`src/rtl/rs232_pkg.sv`:
```
// Shared RS232 definitions: receiver state encoding, frame constants and a
// majority-vote helper.
package rs232_pkg;

  localparam int unsigned OVERSAMPLE_DEF = 16;
  localparam int unsigned DATA_BITS      = 8;

  typedef enum logic [2:0] {
    IDLE  = 3'd0,
    START = 3'd1,
    DATA  = 3'd2,
    STOP  = 3'd3,
    BREAK = 3'd4
  } rx_state_t;

  function automatic logic maj3(input logic a, input logic b, input logic c);
    return (a & b) | (a & c) | (b & c);
  endfunction

endpackage

```
`src/rtl/rx_sync.sv`:
```
// Two-flop synchronizer for asynchronous inputs. It resets to 1, which is the
// idle level of a serial line.
module rx_sync (
  input  logic i_clk,
  input  logic i_rst,
  input  logic i_async,
  output logic o_sync
);

  logic r_meta;
  logic r_sync;

  always_ff @(posedge i_clk) begin
    if (i_rst) begin
      r_meta <= 1'b1;
      r_sync <= 1'b1;
    end else begin
      r_meta <= i_async;
      r_sync <= r_meta;
    end
  end

  assign o_sync = r_sync;

endmodule

```
`src/rtl/receptor.sv`:
```
// RS232 8N1 receiver with baudTick oversampling, LSB-first byte recovery and a
// one-cycle dataReady strobe. Optional RX_MAJORITY_EN enables 2-of-3 voting.
module receptor
  import rs232_pkg::*;
#(
  parameter int unsigned OVERSAMPLE = OVERSAMPLE_DEF,
  parameter int unsigned CNT_W      = 4
) (
  input  logic                 clk,
  input  logic                 rst,
  input  logic                 RxD,
  input  logic                 baudTick,
  output logic [DATA_BITS-1:0] data,
  output logic                 dataReady,
  output logic                 busy,
  output logic                 frameError
);

  localparam int unsigned IDX_W = $clog2(DATA_BITS);
  localparam logic [IDX_W-1:0] LAST_IDX = IDX_W'(DATA_BITS - 1);
  localparam logic [CNT_W-1:0] LAST_CNT = CNT_W'(OVERSAMPLE - 1);
`ifdef RX_MAJORITY_EN
  // The vote needs the tick after mid-bit. Delaying the start decision by one
  // tick shifts every later decision by one tick as well.
  localparam logic [CNT_W-1:0] START_CNT = CNT_W'(OVERSAMPLE / 2);
`else
  localparam logic [CNT_W-1:0] START_CNT = CNT_W'(OVERSAMPLE / 2 - 1);
`endif

  rx_state_t            r_state;
  logic [CNT_W-1:0]     r_cnt;
  logic [IDX_W-1:0]     r_idx;
  logic [DATA_BITS-1:0] r_shift;
  logic [DATA_BITS-1:0] r_data;
  logic                 r_ready;
  logic                 r_ferr;
  logic                 w_rxS;
  logic                 w_sample;

  rx_sync u_rx_sync (
    .i_clk   (clk),
    .i_rst   (rst),
    .i_async (RxD),
    .o_sync  (w_rxS)
  );

`ifdef RX_MAJORITY_EN
  logic [1:0] r_hist;

  always_ff @(posedge clk) begin
    if (rst)
      r_hist <= '1;
    else if (baudTick)
      r_hist <= {r_hist[0], w_rxS};
  end

  assign w_sample = maj3(r_hist[1], r_hist[0], w_rxS);
`else
  assign w_sample = w_rxS;
`endif

  always_ff @(posedge clk) begin
    if (rst) begin
      r_state <= IDLE;
      r_cnt   <= '0;
      r_idx   <= '0;
      r_shift <= '0;
      r_data  <= '0;
      r_ready <= 1'b0;
      r_ferr  <= 1'b0;
    end else begin
      r_ready <= 1'b0;
      if (baudTick) begin
        case (r_state)
          IDLE: begin
            if (!w_rxS) begin
              r_state <= START;
              r_cnt   <= '0;
            end
          end
          START: begin
            if (r_cnt == START_CNT) begin
              if (w_sample) begin
                r_state <= IDLE;
              end else begin
                r_state <= DATA;
                r_cnt   <= '0;
                r_idx   <= '0;
              end
            end else begin
              r_cnt <= r_cnt + 1'b1;
            end
          end
          DATA: begin
            if (r_cnt == LAST_CNT) begin
              r_shift <= {w_sample, r_shift[DATA_BITS-1:1]};
              r_cnt   <= '0;
              r_idx   <= r_idx + 1'b1;
              if (r_idx == LAST_IDX)
                r_state <= STOP;
            end else begin
              r_cnt <= r_cnt + 1'b1;
            end
          end
          STOP: begin
            if (r_cnt == LAST_CNT) begin
              r_cnt <= '0;
              if (w_sample) begin
                r_data  <= r_shift;
                r_ready <= 1'b1;
                r_ferr  <= 1'b0;
                r_state <= IDLE;
              end else begin
                r_ferr  <= 1'b1;
                r_state <= BREAK;
              end
            end else begin
              r_cnt <= r_cnt + 1'b1;
            end
          end
          BREAK: begin
            if (w_rxS)
              r_state <= IDLE;
          end
          default: r_state <= IDLE;
        endcase
      end
    end
  end

  assign data       = r_data;
  assign dataReady  = r_ready;
  assign frameError = r_ferr;
  assign busy       = (r_state != IDLE);

endmodule

```
`config.mk`:
```
export PLATFORM = sky130hd
export DESIGN_NAME = receptor
export DESIGN_NICKNAME = d
export VERILOG_FILES = /design/src/rtl/rs232_pkg.sv /design/src/rtl/rx_sync.sv /design/src/rtl/receptor.sv
export SDC_FILE = /design/constraint.sdc
export NUM_CORES = 1
export LEC_CHECK = 0
export CORE_MARGIN = 1.5
export CORE_UTILIZATION = 45
export DETAILED_ROUTE_END_ITERATION = 10
export DONT_BUFFER_PORTS = 1
export HOLD_SLACK_MARGIN = 0.03
export PLACE_DENSITY = 0.65
export SYNTH_ARGS = -nofsm -noshare
export SYNTH_HDL_FRONTEND = slang
export SYNTH_SLANG_ARGS = --single-unit
```
`constraint.sdc`:
```
create_clock -name clk -period 1.45 [get_ports clk]
set_input_delay 0.2175 -clock clk [delete_from_list [all_inputs] [get_ports clk]]
set_output_delay 0.2175 -clock clk [all_outputs]
set_load 0.01 [all_outputs]
```
Word level (Yosys, flattened, before mapping)
Index checks and enable logic that the tools add are counted.

storage, ports and cells
  register bits = 30
  input bits = 4
  output and inout bits = 11
  word-level logic and storage cells = 59

operators by class
  $add $sub $neg = 2
  eq/ne operators = 14
  mux-type cells = 19
  bitwise operators = 3
  reduce and logical (&&, ||, !) cells = 12

operator list
  cell                 number
  $mux 3               10
  $pmux 3 s5           1
  $mux 4               3
  $ne 2x2->1 const B   6
  $pmux 4 s3           1
  $reduce_and 7->1     1
  $eq 3x2->1 const B   2
  $eq 3x3->1 const B   2
  $pmux 3 s2           1
  $reduce_and 3->1     2
  $reduce_bool 3->1    2
  $reduce_and 5->1     1
  $add 4x1->4 const B  1
  $eq 4x3->1 const B   1
  $eq 4x4->1 const B   1
  $reduce_and 4->1     1
  $reduce_or 4->1      1
  $add 3x1->3 const B  1
  $eq 3x1->1 const B   1
  $logic_not 3->1      1
  $not 1->1            3
  $mux 1               2
  $mux 2               1
  $ne 2x1->1 const B   1
  other kinds (3)      3

Longest topological paths before layout
  depth in word-level cells = 4
  depth in mapped cells = 5
  mapped depth without buffers = 5

Hierarchy
Synthesis repeated with hierarchy kept, for this count alone.

unflattened totals
  cells, all modules = 171
  area total of the unflattened synthesis = 1483.9 um2

by module, submodules not included
  module    instances  cells an instance  area each (um2)  seq. area each (um2)
  receptor  1          167                1431.4           560.5
  rx_sync   1          4                  52.6             40.0

Worst setup path after synthesis
OpenSTA, ideal clock, no wires.

  path kind = reg2reg
  start point = reg r_cnt[0]
  end point = reg r_state[1]
  setup time = 0.091 ns
  arrival time = 1.317 ns
  required time = 1.359 ns
  slack = 0.042 ns
  stages on the path, launching flop included = 6
  path buffers = 1
  clock period less this slack = 1.408 ns
  path through = dfxtp_1 -> ha_1 -> and2_1 -> buf_2 -> a31o_2 -> a311oi_1

on the way
  longest elaborated chain between the ends = 3
  elaborated cells on any way between the ends = 6
  those cells by class = 5 x eq/ne; 1 x reduce/logical

ends and longest elaborated chain
  item                                             RTL line                                         RTL
  start, declared                                  receptor.sv:31                                   logic [CNT_W-1:0] r_cnt;
  start signal, assigned                           receptor.sv:91                                   r_cnt <= r_cnt + 1'b1;
  start signal, assigned                           receptor.sv:102                                  r_cnt <= r_cnt + 1'b1;
  start signal, assigned                           receptor.sv:118                                  r_cnt <= r_cnt + 1'b1;
  $eq 4x4->1 / $eq 4x3->1 (equally long branches)  receptor.sv:95, receptor.sv:106, receptor.sv:82
  $ne 2x2->1 (no line)                             n/a
  $reduce_and 7->1 (no line) (*)                   n/a
  end signal, assigned                             receptor.sv:100                                  r_state <= STOP;
  end signal, assigned                             receptor.sv:112                                  r_state <= IDLE;
  end signal, assigned                             receptor.sv:115                                  r_state <= BREAK;
  end, declared                                    receptor.sv:30                                   rx_state_t r_state;

Mark *: on every way between the ends. The rest lies on a longest branch, timed or not.
A chain may end at the register's enable or synchronous reset.

Worst setup path in the final report
  start point = reg r_state[1]
  end point = out busy

on the way
  longest elaborated chain between the ends = 1

ends and longest elaborated chain
  item                    RTL line         RTL
  start signal, assigned  receptor.sv:64   r_state <= IDLE;
  start signal, assigned  receptor.sv:77   r_state <= START;
  start signal, assigned  receptor.sv:84   r_state <= IDLE;
  $reduce_bool 3->1       receptor.sv:134  assign busy = (r_state != IDLE);
  end, declared           receptor.sv:15   output logic busy,

Every way passes these cells.

==> flow_metrics.tcl <==
set metrics [dict create \
    outcome "finished, final reports clean" \
    drt-total-wl_mm 3.31 \
    hold_start "rst" \
    io_pins 15 \
    worstPathRequired_ns 1.23 \
    worstSetupPathType "reg -> out" \
    start_util_pct 48.0 \
    hold_viol 0 \
    gp_congestion 0.749 \
    r2r-start "r_state[0]$_SDFFE_PP0P_" \
    viasPerCell 5.93 \
    grt_max_degree 27 \
    avgRoutedWirePerCell_um 15.3 \
    yosys_most_used_dff "dfxtp_1" \
    clock_sinks 30 \
    drc 0 \
    timing.slew.headroom_pct 33.7 \
    period_needed_ns 1.44 \
    cts_tree "built" \
    critPathLaunchType "flip-flop" \
    drt_iter0_drc 67 \
    syn_nets 168 \
    cts_buffer_depth 2 \
    antenna_found_initial 0 \
    final_area_um2 1720 \
    cap_violations 0 \
    vias 1286 \
    grt_overflow 0 \
    vdd_drop_max_mv 0.446 \
    fin_crit_sh_pct 99.4 \
    num_rows 20 \
    drive_gt1_share_pct 26.0 \
    grt_setup_unrepaired "yes" \
    ff2ff_path_depth 4 \
    max_freq_ghz 0.694 \
    worst_pin_slew_ns 0.994 \
    core-area_um2 3100 \
    finClkSkew_ns 0.00568 \
    ant_nets 0 \
    yosys_warnings 0 \
    ys_ff_latch 30 \
    clk_pin_slew_worst_paths_ns 0.09 \
    p_per_area_nw_per_um2 830 \
    grt_pass1_wl_mm 5.47 \
    slew_viol_final 0 \
    min_path_cells 2 \
    syn_area_per_cell_um2 9.25 \
    synth_cells 161 \
    area_growth_pct 15.8 \
    h-tree-depth 2 \
    cts_buffers 5 \
    min_path_type "in -> reg" \
    hpwl_mm 2.00 \
    reg2reg_to "r_shift[3]$_SDFFE_PP0P_" \
    die_area_um2 3660 \
    setup_viol 0 \
    hold_slack_ns 0.0487 \
    worst_setup_path_end_kind "output port" \
    die_w_um 60.5 \
    fin_nets 179 \
    synth_area_um2 1490 \
    synthArstFlopShare_pct 0 \
    p_leak_uw 0.000610 \
    synth-edff-count 0 \
    root_buffer "clkbuf_4" \
    dr.pass1.iters 4 \
    r2r_setup_slack_ns 0.07 \
    placed_area_um2 1540 \
    crit_fanout 7 \
    num_antenna_cells 0 \
    io_buffers 0 \
    track_usage_pct 20.3 \
    synth_seq_area_share_pct 40.3 \
    fp.dieH_um 60.5 \
    clk_latency_ns 0.33 \
    min_to "r_state[0]$_SDFFE_PP0P_" \
    synth_cell_type_count 48 \
    grt_pass1_vias 1203 \
    arrival_ns 1.22 \
]
critical path, cell delays in order (launching register included):
cell     delay, ns
dfxtp_4       0.38
buf_6         0.12
or3_4         0.39
cell families (layout without fill, tap and decap cells):
group | after synthesis | after routing | synth area share, %
DFF | 30 | 30 | 40.3
AOI/OAI and AO/OA | 55 | 55 | 25.0
muxes | 2 | 2 | 1.43
xor gates and xnor gates | 1 | 1 | 0.588
and+or+nand+nor | 51 | 52 | 22.8
buffers and inverters | 19 | 30 | 7.39
adders and majority gates | 3 | 3 | 2.52
cell usage in the layout, fill, tap and decap left out, types with 2 or more instances in the layout:
master,count
a211oi_2,2
nand2b_1,6
a31oi_1,2
nor3b_1,2
nor2b_1,2
dfxtp_1,25
or2_2,2
and3b_1,2
nand4b_1,2
dfxtp_2,3
nand4_1,3
dlygate4sd3_1,2
dfxtp_4,2
a21oi_1,21
o32ai_1,3
o21ai_0,15
inv_1,3
ha_1,2
buf_4,14
clkbuf_4,5
nand3_1,17
report_power, final:
group          switching [uW]  leakage, uW  internal (uW)
registers                4.85     0.000245            824
logic                    46.4     0.000329           37.8
clock network             283    0.0000353            234
metal layers:
| layer | GRT usage, % | share of wire (%) | up-vias | routed length, um |
|---|---|---|---|---|
| met5 | 0 | 0 | - | 0 |
| met1 | 25.6 | 46 | 617 | 1530 |
| met2 | 30.4 | 47 | 33 | 1560 |
| met4 | 8.70 | 2.2 | 0 | 72 |
| li1 | - | - | 626 | - |
| met3 | 8.96 | 4.5 | 10 | 150 |
how the worst max path moves through the flow:
stage | from | to | slack, ns | cells past startpoint
2_1_floorplan | r_cnt[0]$_SDFFE_PP0P_ | r_state[1]$_SDFFE_PP0P_ | 0.04 | 5
3_5_place_dp | r_cnt[1]$_SDFFE_PP0P_ | r_cnt[0]$_SDFFE_PP0P_ | -0.02 | 4
5_1_grt | r_state[1]$_SDFFE_PP0P_ | busy | -0.04 | 2
6_report | r_state[1]$_SDFFE_PP0P_ | busy | 0.008 | 2
3_3_place_gp | r_cnt[1]$_SDFFE_PP0P_ | r_cnt[0]$_SDFFE_PP0P_ | 0.04 | 4
4_1_cts | r_state[1]$_SDFFE_PP0P_ | busy | -0.02 | 2
layout make-up:
cell class	count	area (um^2)
clock buffer	7	55.1
clock inverter	1	5.00
fill	287	1380
inverter	3	11.3
multi-input combinational	113	817
sequential	30	612
tap	44	55.1
timing repair buffer	19	169
state kept, by name (all words and copies together), names as in the netlist:
signal	count
data	8
r_shift	8
r_cnt	4
r_idx	3
r_state	3
dataReady	1
frameError	1
u_rx_sync.o_sync	1
u_rx_sync.r_meta	1
timing repair:
item,in CTS,in global routing
endpoints found under the setup margin,6,29
hold buffers,3,0
pin swaps,0,2
cloned,0,1
resized for setup,6,12
endpoints found under the hold margin,26,0
setup buffers,2,3
per-stage QoR:
step | util [%] | worst slack (ns) | TNS (ns) | instances | power (uW)
floorplan | - | 0.0421 | 0 | 161 | 912
global placement | 49.6 | 0.0370 | 0 | 200 | 908
detailed placement | 49.6 | -0.0207 | -0.0355 | 200 | 909
CTS | 53.5 | -0.0180 | -0.0199 | 213 | 1440
global route | 55.6 | -0.0367 | -0.0413 | 217 | 1490
finish | 55.6 | 0.00808 | 0 | 217 | 1430
Yosys cell counts (2+ instances only):
cell / number / area [um^2]
o21ai_0: 16 / 80.1
or2_2: 2 / 12.5
nand3_1: 17 / 85.1
nor3b_1: 2 / 15.0
nor2_1: 2 / 7.51
and3b_1: 2 / 17.5
nand2b_1: 6 / 37.5
dfxtp_1: 30 / 601
nand4b_1: 2 / 17.5
nor2b_1: 2 / 12.5
inv_1: 3 / 11.3
a31oi_1: 2 / 12.5
ha_1: 3 / 37.5
buf_6: 3 / 33.8
o32ai_1: 3 / 26.3
clkbuf_1: 3 / 11.3
buf_4: 2 / 15.0
a21oi_1: 21 / 105
nand4_1: 3 / 18.8
buf_2: 7 / 35.0
and2_1: 2 / 12.5
a211oi_2: 2 / 25.0
Note: power is estimated with default switching activity, not from simulation.
